--- config.mk ---
export PLATFORM = sky130hd
export DESIGN_NAME = fb_lsu
export DESIGN_NICKNAME = d
export VERILOG_FILES = /design/src/rtl/fb_lsu.sv
export SDC_FILE = /design/constraint.sdc
export NUM_CORES = 1
export LEC_CHECK = 0
export ABC_AREA = 0
export CELL_PAD_IN_SITES_DETAIL_PLACEMENT = 2
export CELL_PAD_IN_SITES_GLOBAL_PLACEMENT = 2
export CORE_MARGIN = 2
export CORE_UTILIZATION = 16
export DETAILED_ROUTE_END_ITERATION = 8
export GPL_TIMING_DRIVEN = 0
export HOLD_SLACK_MARGIN = 0.12
export PLACE_DENSITY_LB_ADDON = 0.1
export SLEW_MARGIN = 20
export SYNTH_ARGS = -nofsm -noshare
export SYNTH_HDL_FRONTEND = slang
export SYNTH_SLANG_ARGS = --single-unit
export TNS_END_PERCENT = 50
--- constraint.sdc ---
create_clock -name clk -period 4.42 [get_ports clk]
set_clock_uncertainty 0.2 [all_clocks]
set_input_delay 1.326 -clock clk [delete_from_list [all_inputs] [get_ports clk]]
set_output_delay 1.326 -clock clk [all_outputs]
set_load 0.05 [all_outputs]
--- src/rtl/fb_lsu.sv ---
// MEM-stage load/store unit: req/gnt/rvalid handshake with data memory,
// store lane formatting, load alignment/extension and pipeline stall.
module fb_lsu (
  input  logic        clk,
  input  logic        rst,
  input  logic        mem_mem_read,
  input  logic        mem_mem_write,
  input  logic [31:0] mem_alu_res,
  input  logic [31:0] mem_rs2_data,
  input  logic [31:0] mem_inst,
  output logic        dmem_req,
  input  logic        dmem_gnt,
  output logic        dmem_we,
  output logic [31:0] dmem_addr,
  output logic [3:0]  dmem_be,
  output logic [31:0] dmem_wdata,
  input  logic        dmem_rvalid,
  input  logic [31:0] dmem_rdata,
  output logic        lsu_stall,
  output logic [31:0] lsu_rdata,
  output logic        lsu_exc
);

  typedef enum logic [1:0] {IDLE, WAIT_GNT, WAIT_RSP, DONE} state_t;

  state_t      state;
  logic        access;
  logic        is_store;
  logic [2:0]  funct3;
  logic [1:0]  off;
  logic        illegal;
  logic        misaligned;
  logic        start;
  logic [3:0]  be;
  logic [31:0] sh;
  logic [31:0] load_data;
  logic        unused_inst;

  assign access      = mem_mem_read | mem_mem_write;
  assign is_store    = mem_mem_write;
  assign funct3      = mem_inst[14:12];
  assign off         = mem_alu_res[1:0];
  assign unused_inst = ^{mem_inst[31:15], mem_inst[11:0]};

  always_comb begin
    illegal    = 1'b1;
    misaligned = 1'b0;
    case (funct3)
      3'b000, 3'b001, 3'b010: illegal = 1'b0;
      3'b100, 3'b101:         illegal = is_store;
      default:                illegal = 1'b1;
    endcase
    case (funct3[1:0])
      2'b01:   misaligned = off[0];
      2'b10:   misaligned = (off != 2'b00);
      default: misaligned = 1'b0;
    endcase
  end

  assign lsu_exc = access & (illegal | misaligned);
  assign start   = access & ~lsu_exc;

  // Request and stall are combinational so a fresh access is issued in IDLE.
  always_comb begin
    dmem_req  = 1'b0;
    lsu_stall = 1'b0;
    case (state)
      IDLE:     begin dmem_req = start; lsu_stall = start; end
      WAIT_GNT: begin dmem_req = 1'b1;  lsu_stall = 1'b1;  end
      WAIT_RSP: begin dmem_req = 1'b0;  lsu_stall = 1'b1;  end
      default:  begin dmem_req = 1'b0;  lsu_stall = 1'b0;  end
    endcase
  end

  assign dmem_we   = is_store;
  assign dmem_addr = {mem_alu_res[31:2], 2'b00};

  always_comb begin
    be         = 4'b1111;
    dmem_wdata = mem_rs2_data;
    case (funct3[1:0])
      2'b00: begin
        be         = 4'b0001 << off;
        dmem_wdata = {4{mem_rs2_data[7:0]}};
      end
      2'b01: begin
        be         = off[1] ? 4'b1100 : 4'b0011;
        dmem_wdata = {2{mem_rs2_data[15:0]}};
      end
      default: begin
        be         = 4'b1111;
        dmem_wdata = mem_rs2_data;
      end
    endcase
  end

  assign dmem_be = is_store ? be : 4'b0000;
  assign sh      = dmem_rdata >> {off, 3'b000};

  always_comb begin
    case (funct3)
      3'b000:  load_data = {{24{sh[7]}}, sh[7:0]};
      3'b100:  load_data = {24'h0, sh[7:0]};
      3'b001:  load_data = {{16{sh[15]}}, sh[15:0]};
      3'b101:  load_data = {16'h0, sh[15:0]};
      default: load_data = dmem_rdata;
    endcase
  end

  // rvalid only counts in WAIT_RSP, so stale responses after reset are dropped.
  always_ff @(posedge clk or posedge rst) begin
    if (rst) begin
      state     <= IDLE;
      lsu_rdata <= 32'h0;
    end else begin
      case (state)
        IDLE: begin
          if (start) state <= dmem_gnt ? WAIT_RSP : WAIT_GNT;
        end
        WAIT_GNT: begin
          if (dmem_gnt) state <= WAIT_RSP;
        end
        WAIT_RSP: begin
          if (dmem_rvalid) begin
            if (!is_store) lsu_rdata <= load_data;
            state <= DONE;
          end
        end
        default: state <= IDLE;
      endcase
    end
  end

endmodule
## After elaboration in Yosys (flattened, before gate mapping)

Index checks and enable logic that the tools add are counted.

| word-level totals | value |
|---|---|
| register bits | 34 |
| input port bits | 134 |
| output and inout port bits | 104 |
| logic and storage cells | 44 |

| cells by class | value |
|---|---|
| equality and inequality tests | 11 |
| shift operators | 2 |
| multiplexer cells | 14 |
| bitwise gates (word level) | 6 |
| reductions and logical operators | 9 |

Operators by type and width:

| kind | count |
|---|---|
| $pmux 32 s4 | 1 |
| $pmux 32 s2 | 1 |
| $shr 32x5->16 | 1 |
| $mux 2 | 4 |
| $mux 4 | 2 |
| $pmux 1 s2 | 4 |
| $pmux 4 s2 | 1 |
| $eq 3x3->1 const B | 2 |
| $ne 2x2->1 const B | 3 |
| $pmux 2 s3 | 1 |
| $reduce_and 3->1 | 2 |
| $eq 2x1->1 const B | 2 |
| $eq 2x2->1 const B | 2 |
| $logic_not 2->1 | 2 |
| $reduce_or 2->1 | 2 |
| $shl 1x2->4 const A | 1 |
| $eq 3x1->1 const B | 1 |
| $eq 3x2->1 const B | 1 |
| $logic_not 3->1 | 1 |
| $reduce_or 3->1 | 1 |
| $and 1x1->1 | 2 |
| $not 1->1 | 2 |
| $or 1x1->1 | 2 |
| $reduce_bool 2->1 | 1 |

## Logic depth before layout (Yosys ltp)

Gate-level depths: netlist of the first run.

| logic depth | value |
|---|---|
| depth after elaboration | 9 |
| gate-level depth with buffers | 8 |

## Worst setup path before layout of the first run

No wires, ideal clock.

| path | value |
|---|---|
| path type | input-to-output |
| from | input port mem_inst[13] |
| to | output port dmem_be[3] |
| arrival | 3238 ps |
| data required time | 2894 ps |
| slack | -344 ps |
| stages | 6 |
| cell sequence | inv_1 -> ha_1 -> buf_2 -> or2_2 -> buf_2 -> a21boi_0 |

| between the ends | value |
|---|---|
| cells in the longest elaborated chain, start to end | 3 |
| elaborated cells between the ends (all ways) | 4 |

RTL lines:

| element | line | text |
|---|---|---|
| from (decl) | 10 | `input logic [31:0] mem_inst,` |
| $eq 2x1->1 or $logic_not 2->1 (tied branches) | 81 | `case (funct3[1:0])` |
| $pmux 4 s2 * | 81 |  |
| $mux 4 * | 97 | `assign dmem_be = is_store ? be : 4'b0000;` |
| to (decl) | 15 | `output logic [3:0] dmem_be,` |

Every way passes the cells marked *; elsewhere a longest branch is shown, timed or not.

## Worst setup path after layout of the first run

| path | value |
|---|---|
| from | input port mem_inst[13] |
| to | output port dmem_wdata[16] |

| between the ends | value |
|---|---|
| cells in the longest elaborated chain, start to end | 2 |
| elaborated cells between the ends (all ways) | 3 |

RTL lines:

| element | line | text |
|---|---|---|
| $eq 2x1->1 or $logic_not 2->1 (tied branches) | 81 |  |
| $pmux 32 s2 * | 81 |  |
| to (decl) | 16 | `output logic [31:0] dmem_wdata,` |

Marks and branches as above.

==> results.yml, run 1 <==
cells_and_area:
  area_growth_pct: 84.74
  drive_gt1_frac: 0.2529
  diodes: 0
  n_fill_cell: 1896
  layout.nets: 655
global_routing:
  grt_pass1_wl_um: 20340
  grt_use_total: 0.1434
  grt_max_degree: 25
  grt_overflow_total: 0
  antenna_found_initial: 0
  first_global_vias: 3481
synth:
  synth_cells: 327
  ys_ff_latch: 34
  synth_area_per_cell_um2: 8.399
  netlist_top_cells_count: "42 x buf_4, 42 x nor2_1, 34 x dfrtp_1"
  synth_area_um2: 2746
  synth_edf_count: 0
  synth_top_cell_area_share: 0.3098
  ys_top_cells_by_area: "dfrtp_1 31%, buf_4 11%, nor2_1 5.7%"
  synth_ff_type: "dfrtp_1"
  ys_types: 35
  ys_seq_area_frac: 0.3098
  yosysWarnings: 0
  yosysTopAreaCell: "dfrtp_1"
  synthArstFlopShare: 1.000
pwr:
  clkPwrFrac: 0.151
  comb_power_share: 0.641
  irDropWorstVdd_uv: 310.8
  swShare: 0.4996
  p_sw_mw: 1.369
  internal_power_mw: 1.371
  cellLeakagePower_nw: 2.188
  p_per_area_nw_per_um2: 540.1
  seqPwrFrac: 0.208
  totalPowerFinal_mw: 2.740
critical_path:
  r2r_end: "lsu_rdata[18]"
  r2r_slack_ps: 2140
  worstPathArrival_ps: 2830
  cp.required_ps: 2890
  crit_path_start_kind: "primary input"
  worst-setup-path-type: "in -> out"
  end_kind: "primary output"
  regToRegStartpoint: "state[0]"
  critPathMaxFanout: 6
  r2r_cells: 8
min_path:
  hold-path-cell-count: 2
  hold_path.startpoint: "lsu_rdata[7]"
  hold_path.class: "reg -> reg"
  worstHoldEndpoint: "lsu_rdata[7]"
routing:
  viasPerCell: 4.278
  routedWlPerCell_um: 18.68
  detail-route-antenna-nets: 0
  via_count: 3140
  drc_errors: 0
  drt_iter0_drc: 79
  first_pass_iters: 4
  wl_um: 13710
floorplan:
  initial_core_util: 0.1644
  io_pins: 238
  die_h_um: 135.0
  rows: 47
  die_w_um: 135.0
  core_um2: 16700
  dieArea_um2: 18230
timing:
  finalCriticalPeriod_ps: 4361
  max_slew_margin: 0.6072
  hold_violations: 0
  fmax_ghz: 0.2293
  finalSetupViolations: 0
  timing.final.max_slew_violations: 0
  worst_slew_pin_slew_ps: 587.4
  setup_tns_ps: 0
  min_period_over_period: 0.9866
  rsz0062_at_grt: "false"
cts:
  htree_levels: 2
  cts_max_path_buffers: 2
  cts_root_buf: "clkbuf_16"
  cts_num_sinks: 34
  path_clk_slew_ps: 60
  clk_latency_ps: 280
  cts_tree: "yes"
  hold_buffers: 0
  numCtsBuffers: 5
placement:
  io_buffer_count: 175
  gp_congestion: 0.7553
  hpwl_um: 10980
job:
  cap_violations: 0
run_status:
  status: "finished, final reports clean"
## layout by cell type, fill, tap and decap left out, types with 4 or more instances in the layout
cell / count
o2bb2ai_1: 11
o22ai_1: 16
buf_8: 4
mux2_2: 7
dfrtp_1: 34
clkbuf_16: 5
mux2i_1: 13
a22oi_1: 18
clkbuf_1: 8
buf_4: 53
ha_1: 5
a221oi_1: 7
clkdlybuf4s50_1: 140
o21ai_0: 6
nor2_1: 40
a22o_1: 11
inv_1: 6
nand2_1: 22
buf_6: 8
a21oi_1: 28
buf_2: 17
clkdlybuf4s15_2: 7
## per-stage QoR
| stage | instance area [µm²] | setup WS [ps] | hold slack [ps] | instances | util |
|---|---|---|---|---|---|
| after floorplan | 2753 | -75.41 | 332.9 | 328 | - |
| after global placement | 4780 | -1361 | 269.6 | 723 | 0.2862 |
| after detailed placement | 4800 | -1443 | 277.2 | 724 | 0.2874 |
| after CTS | 5019 | -70.00 | 290.2 | 732 | 0.3005 |
| after global routing | 5074 | 11.75 | 317.7 | 734 | 0.3038 |
| final | 5074 | 59.30 | 282.5 | 734 | 0.3038 |
## critical path, cell delays in order
cell and delay [ps]:
clkbuf_2 110, inv_2 60, ha_2 170, buf_6 120, buf_2 150, nor2_4 220
buf_8 170, mux2_2 350, buf_6 150
## worst max-delay path by stage
stage | from | end | slack [ps] | cells after the start
floorplan | mem_inst[12] | dmem_be[0] | -80 | 7
global placement | mem_inst[12] | dmem_be[1] | -1360 | 8
detailed placement | mem_inst[12] | dmem_wdata[31] | -1440 | 9
CTS | mem_alu_res[1] | dmem_be[0] | -70 | 6
global route | mem_inst[13] | dmem_wdata[16] | 10 | 9
finish | mem_inst[13] | dmem_wdata[16] | 60 | 9
## area by class of cell
class / instances / area, µm² / area share
plain buffers: 65 / 471.7 / 0.09297
clock buffers: 6 / 138.9 / 0.02737
clock inverters: 1 / 30.03 / 0.005919
inverters: 10 / 41.29 / 0.008138
multi-input cells: 218 / 1494 / 0.2945
flip-flops and latches: 34 / 850.8 / 0.1677
well taps: 220 / 275.3 / 0.05425
repair buffers: 180 / 1772 / 0.3492
## what timing repair did
| item | 4_1_cts | 5_1_grt |
|---|---|---|
| hold endpoints to repair | 0 | 0 |
| pin swaps | 5 | 4 |
| resized for setup | 193 | 20 |
| setup buffers | 1 | 2 |
| gates cloned | 1 | 0 |
| endpoints found under the setup margin | 31 | 21 |
## sequential cells by signal, indices dropped and copies added, names as in the netlist
register and cells:
lsu_rdata 32, state 2
## layer usage
metal | share of wire | vias to the layer above | GRT usage
li1 | - | 1494 | -
met3 | 0.054 | 4 | 0.02515
met4 | 0.0043 | 0 | 0.01910
met5 | 0 | - | 0
met2 | 0.52 | 104 | 0.2657
met1 | 0.42 | 1538 | 0.1775
## cells by family (layout without fill, tap and decap cells)
| family | after synthesis | count (layout) | share of synthesized area |
|---|---|---|---|
| compound gates | 109 | 109 | 0.2779 |
| simple gates | 76 | 76 | 0.1144 |
| buf+inv | 76 | 262 | 0.1681 |
| flops | 34 | 34 | 0.3098 |
| mux | 24 | 24 | 0.09658 |
| fa+ha+maj | 7 | 7 | 0.03189 |
| other cells | 1 | 2 | 0.001365 |
## power groups by stage
| stage | clock, mW | sequential (mW) | combinational [mW] |
|---|---|---|---|
| after floorplan | 0 | 1.08 | 0.608 |
| after global placement | 0 | 0.576 | 1.73 |
| after detailed placement | 0 | 0.579 | 1.75 |
| after CTS | 0.424 | 0.577 | 1.76 |
| after global routing | 0.438 | 0.599 | 1.86 |
| final | 0.414 | 0.569 | 1.76 |
Power figures use the tool's default switching activity.
==> inputs of run 2 (changes only) <==
CELL_PAD_IN_SITES_DETAIL_PLACEMENT = 1   (was 2)
CELL_PAD_IN_SITES_GLOBAL_PLACEMENT = 1   (was 2)
CORE_MARGIN = unset   (was 2)
CORE_UTILIZATION = 21   (was 16)
==> run 2 against run 1 <==
Critical path depth decreased by 1; cell area decreased by 0.86%; non-clock buffer count decreased by 1.
==> results.yml, run 2 (synthesis gave the netlist of run 1 again) <==
global_routing:
  grt_pass1_wl_um: 17470
  antenna_found_initial: 0
  grt_use_total: 0.1676
  first_global_vias: 3221
  grt_overflow_total: 0
  grt_max_degree: 35
routing:
  wl_um: 11880
  detail-route-antenna-nets: 0
  routedWlPerCell_um: 17.32
  drt_iter0_drc: 95
  viasPerCell: 4.573
  first_pass_iters: 4
  drc_errors: 0
  via_count: 3137
timing:
  fmax_ghz: 0.2293
  hold_slack_ps: 279.5
  setup_tns_ps: 0
  finalSetupViolations: 0
  finalCriticalPeriod_ps: 4361
  rsz0062_at_grt: "true"
  worst_slack_ps: 58.56
  worst_slew_pin_slew_ps: 736.8
  max_slew_margin: 0.5081
  hold_violations: 0
  min_period_over_period: 0.9868
  timing.final.max_slew_violations: 0
cells_and_area:
  n_fill_cell: 1503
  utilization: 0.3970
  drive_gt1_frac: 0.2529
  diodes: 0
  register_area_um2: 850.8
  largest_reg_flops: 32
  multi_input_comb_area_um2: 1495
  reg_top3: "lsu_rdata x32, state x2"
  finalInstanceArea_um2: 5030
  layout_common_cells: "140 x clkdlybuf4s50_1, 52 x buf_4, 40 x nor2_1"
  top_register: "lsu_rdata"
  area_growth_pct: 83.14
  final_common_cell: "clkdlybuf4s50_1"
  layout.nets: 654
  fin_cells: 686
pwr:
  irDropWorstVdd_uv: 363.2
  p_per_area_nw_per_um2: 555.6
  totalPowerFinal_mw: 2.795
  cellLeakagePower_nw: 2.205
floorplan:
  die_h_um: 116.4
  die_w_um: 116.4
  initial_core_util: 0.2167
  dieArea_um2: 13540
  io_pins: 238
  rows: 41
  core_um2: 12670
critical_path:
  end_kind: "primary output"
  worst-setup-path-type: "in -> out"
  critPathMaxFanout: 10
  r2r_cells: 7
  cp.required_ps: 2890
  crit_path_start_kind: "primary input"
  worstPathArrival_ps: 2840
placement:
  hpwl_um: 9387
  io_buffer_count: 175
  post_dp_cell_area_um2: 4720
  dp.cells: 675
  place_ws_ps: -1370
  gp_congestion: 0.7883
min_path:
  hold-path-cell-count: 2
  hold_path.class: "reg -> reg"
cts:
  cts_num_sinks: 34
  numCtsBuffers: 5
  cts_max_path_buffers: 2
  cts_tree: "yes"
  htree_levels: 2
  path_clk_slew_ps: 50
  cts_root_buf: "clkbuf_16"
  clk_latency_ps: 270
  hold_buffers: 0
run_status:
  status: "finished, final reports clean"
job:
  cap_violations: 0
==> run 2: critical path, stage by stage <==
cell,delay [ps]
clkdlybuf4s15_1,200
inv_2,60
ha_4,180
buf_8,150
nor2_4,240
buf_8,170
mux2_2,340
buf_6,150
==> run 2: power breakdown <==
group	total, mW	internal [mW]	switching [mW]
clock	0.474	0.339	0.135
combinational	1.75	0.626	1.13
sequential	0.569	0.471	0.0981
total	2.79	1.44	1.36
==> run 2: area by class of cell <==
type                            instances  area share
Clock buffer                            6     0.02761
Sequential cell                        34      0.1692
Timing Repair Buffer                  180      0.3490
Multi-Input combinational cell        218      0.2973
Inverter                               10    0.008209
Clock inverter                          2     0.01194
Tap cell                              172     0.04279
Buffer                                 64     0.09403
==> run 2: per-layer routing <==
metal / vias to the layer above / share of wire / global-route usage
met5: - / 0 / 0
met4: 0 / 0.012 / 0.03162
met3: 10 / 0.055 / 0.02750
met2: 116 / 0.50 / 0.2959
met1: 1505 / 0.43 / 0.2154
li1: 1506 / - / -
==> run 2: repair_timing <==
action / CTS / global route
gates cloned: 1 / 1
endpoints found under the setup margin: 31 / 21
pin swaps: 2 / 4
endpoints found under the hold margin: 0 / 0
setup buffers: 1 / 2
resized for setup: 208 / 19
==> run 2: path summary, 6_finish.rpt <==
check	slack, ps	end	from
max	60	dmem_wdata[20]	mem_inst[13]
min reg2reg	280	lsu_rdata[0]	lsu_rdata[0]
min	280	lsu_rdata[0]	lsu_rdata[0]
min in group asynchronous	1300	lsu_rdata[3]	rst
max reg2reg	2180	lsu_rdata[15]	state[0]
max in group asynchronous	2240	lsu_rdata[17]	rst
==> inputs of run 3 (changes only) <==
SLEW_MARGIN = unset   (was 20)
TNS_END_PERCENT = 30   (was 50)
==> run 3 against run 2 <==
Sequential power is essentially flat; global-route usage grew 0.33 points; power shrank 2.7%; largest cell class unchanged; count of clock-buffer cells in the layout is the same; fmax grew 0.32%; combinational power is essentially flat; routed wire length shrank 1.2%; cell area shrank 0.42%; setup slack gained 14 ps; critical endpoint is now dmem_wdata[21]; cell count grew 0.44%; non-clock buffer count grew 2.
==> results.yml, run 3 (synthesis gave the netlist of run 1 again) <==
run_status:
  status: "finished, final reports clean"
cells_and_area:
  area_growth_pct: 82.37
  n_fill_cell: 1499
  layout.nets: 656
  finalInstanceArea_um2: 5009
  top_register: "lsu_rdata"
  reg_top3: "lsu_rdata x32, state x2"
  fin_cells: 689
  layout_common_cells: "140 x clkdlybuf4s50_1, 57 x buf_4, 40 x nor2_1"
  final_common_cell: "clkdlybuf4s50_1"
  largest_reg_flops: 32
  multi_input_comb_area_um2: 1478
  drive_gt1_frac: 0.2485
  register_area_um2: 850.8
floorplan:
  initial_core_util: 0.2167
  die_w_um: 116.4
  dieArea_um2: 13540
  die_h_um: 116.4
  core_um2: 12670
  io_pins: 238
  rows: 41
min_path:
  hold_path.class: "reg -> reg"
  hold_path.startpoint: "lsu_rdata[7]"
timing:
  finalCriticalPeriod_ps: 4347
  min_period_over_period: 0.9836
  rsz0062_at_grt: "true"
  hold_violations: 0
  finalSetupViolations: 0
  setup_tns_ps: 0
  worst_slack_ps: 72.67
  max_slew_margin: 0.4999
  timing.final.max_slew_violations: 0
  fmax_ghz: 0.2300
  worst_slew_pin_slew_ps: 749.1
cts:
  cts_max_path_buffers: 2
  numCtsBuffers: 5
  hold_buffers: 0
  cts_tree: "yes"
  cts_num_sinks: 34
  clk_latency_ps: 270
  cts_root_buf: "clkbuf_16"
  htree_levels: 2
  path_clk_slew_ps: 50
routing:
  wl_um: 11740
  drt_iter0_drc: 111
  first_pass_iters: 4
  viasPerCell: 4.505
  drc_errors: 0
  detail-route-antenna-nets: 0
  routedWlPerCell_um: 17.03
  via_count: 3104
critical_path:
  cp.required_ps: 2890
  startpoint: "mem_inst[13]"
  worstPathArrival_ps: 2820
  crit_path_start_kind: "primary input"
  end_kind: "primary output"
  worst-setup-path-type: "in -> out"
  regToRegStartpoint: "state[0]"
  critPathMaxFanout: 9
global_routing:
  grt_max_degree: 35
  antenna_found_initial: 2
  first_global_vias: 3125
  grt_use_total: 0.1709
  grt_pass1_wl_um: 17860
  grt_overflow_total: 0
placement:
  io_buffer_count: 175
  post_dp_cell_area_um2: 4717
  dp.cells: 675
  place_ws_ps: -1406
  hpwl_um: 9278
  gp_congestion: 0.8008
pwr:
  cellLeakagePower_nw: 2.191
  totalPowerFinal_mw: 2.719
  irDropWorstVdd_uv: 409.3
  p_per_area_nw_per_um2: 542.9
job:
  cap_violations: 0
run 3: cell type report:
type	count	area share
antenna	2	0.0009993
buffer	65	0.09418
clock buffer	6	0.02773
clock inverter	1	0.005996
inverter	10	0.008244
multi-input combinational	218	0.2950
sequential	34	0.1699
tap	172	0.04297
timing repair buffer	181	0.3550
run 3: final timing paths:
| path | end | slack [ps] | cells past startpoint |
|---|---|---|---|
| worst max-delay path | dmem_wdata[21] | 70 | 8 |
| worst min-delay path | lsu_rdata[7] | 280 | 2 |
| worst max register to register | lsu_rdata[9] | 2190 | 7 |
| worst min register to register | lsu_rdata[7] | 280 | 2 |
| max in group asynchronous | lsu_rdata[26] | 2220 | 2 |
| min in group asynchronous | lsu_rdata[5] | 1300 | 2 |
run 3: per-layer routing:
layer | track usage | share of wire | vias up
met3 | 0.03581 | 0.061 | 7
met2 | 0.2895 | 0.50 | 100
li1 | - | - | 1510
met1 | 0.2272 | 0.44 | 1487
met5 | 0 | 0 | -
met4 | 0.02564 | 0.0074 | 0
run 3: power breakdown:
group          internal, mW  switching [mW]  total [mW]
combinational         0.624            1.12        1.74
sequential            0.471          0.0972       0.569
clock                 0.278           0.129       0.407
run 3: what timing repair did:
| item | 4_1_cts | 5_1_grt |
|---|---|---|
| endpoints found under the setup margin | 31 | 21 |
| setup buffers | 2 | 3 |
| resized for setup | 197 | 18 |
| pin swaps | 2 | 3 |
| gates cloned | 1 | 0 |
run 3: per-stage QoR:
stage / hold slack, ps / util
2_1_floorplan: 332.9 / -
3_3_place_gp: 266.8 / 0.3723
3_5_place_dp: 273.9 / 0.3723
4_1_cts: 285.1 / 0.3906
5_1_grt: 307.2 / 0.3951
6_report: 276.2 / 0.3953
run 3: critical path, cell delays in order:
cell and delay [ps]:
dlygate4sd2_1 240, inv_2 70, ha_1 190, buf_6 140, nor2_4 100, bufbuf_16 260, mux2_2 340, buf_6 150
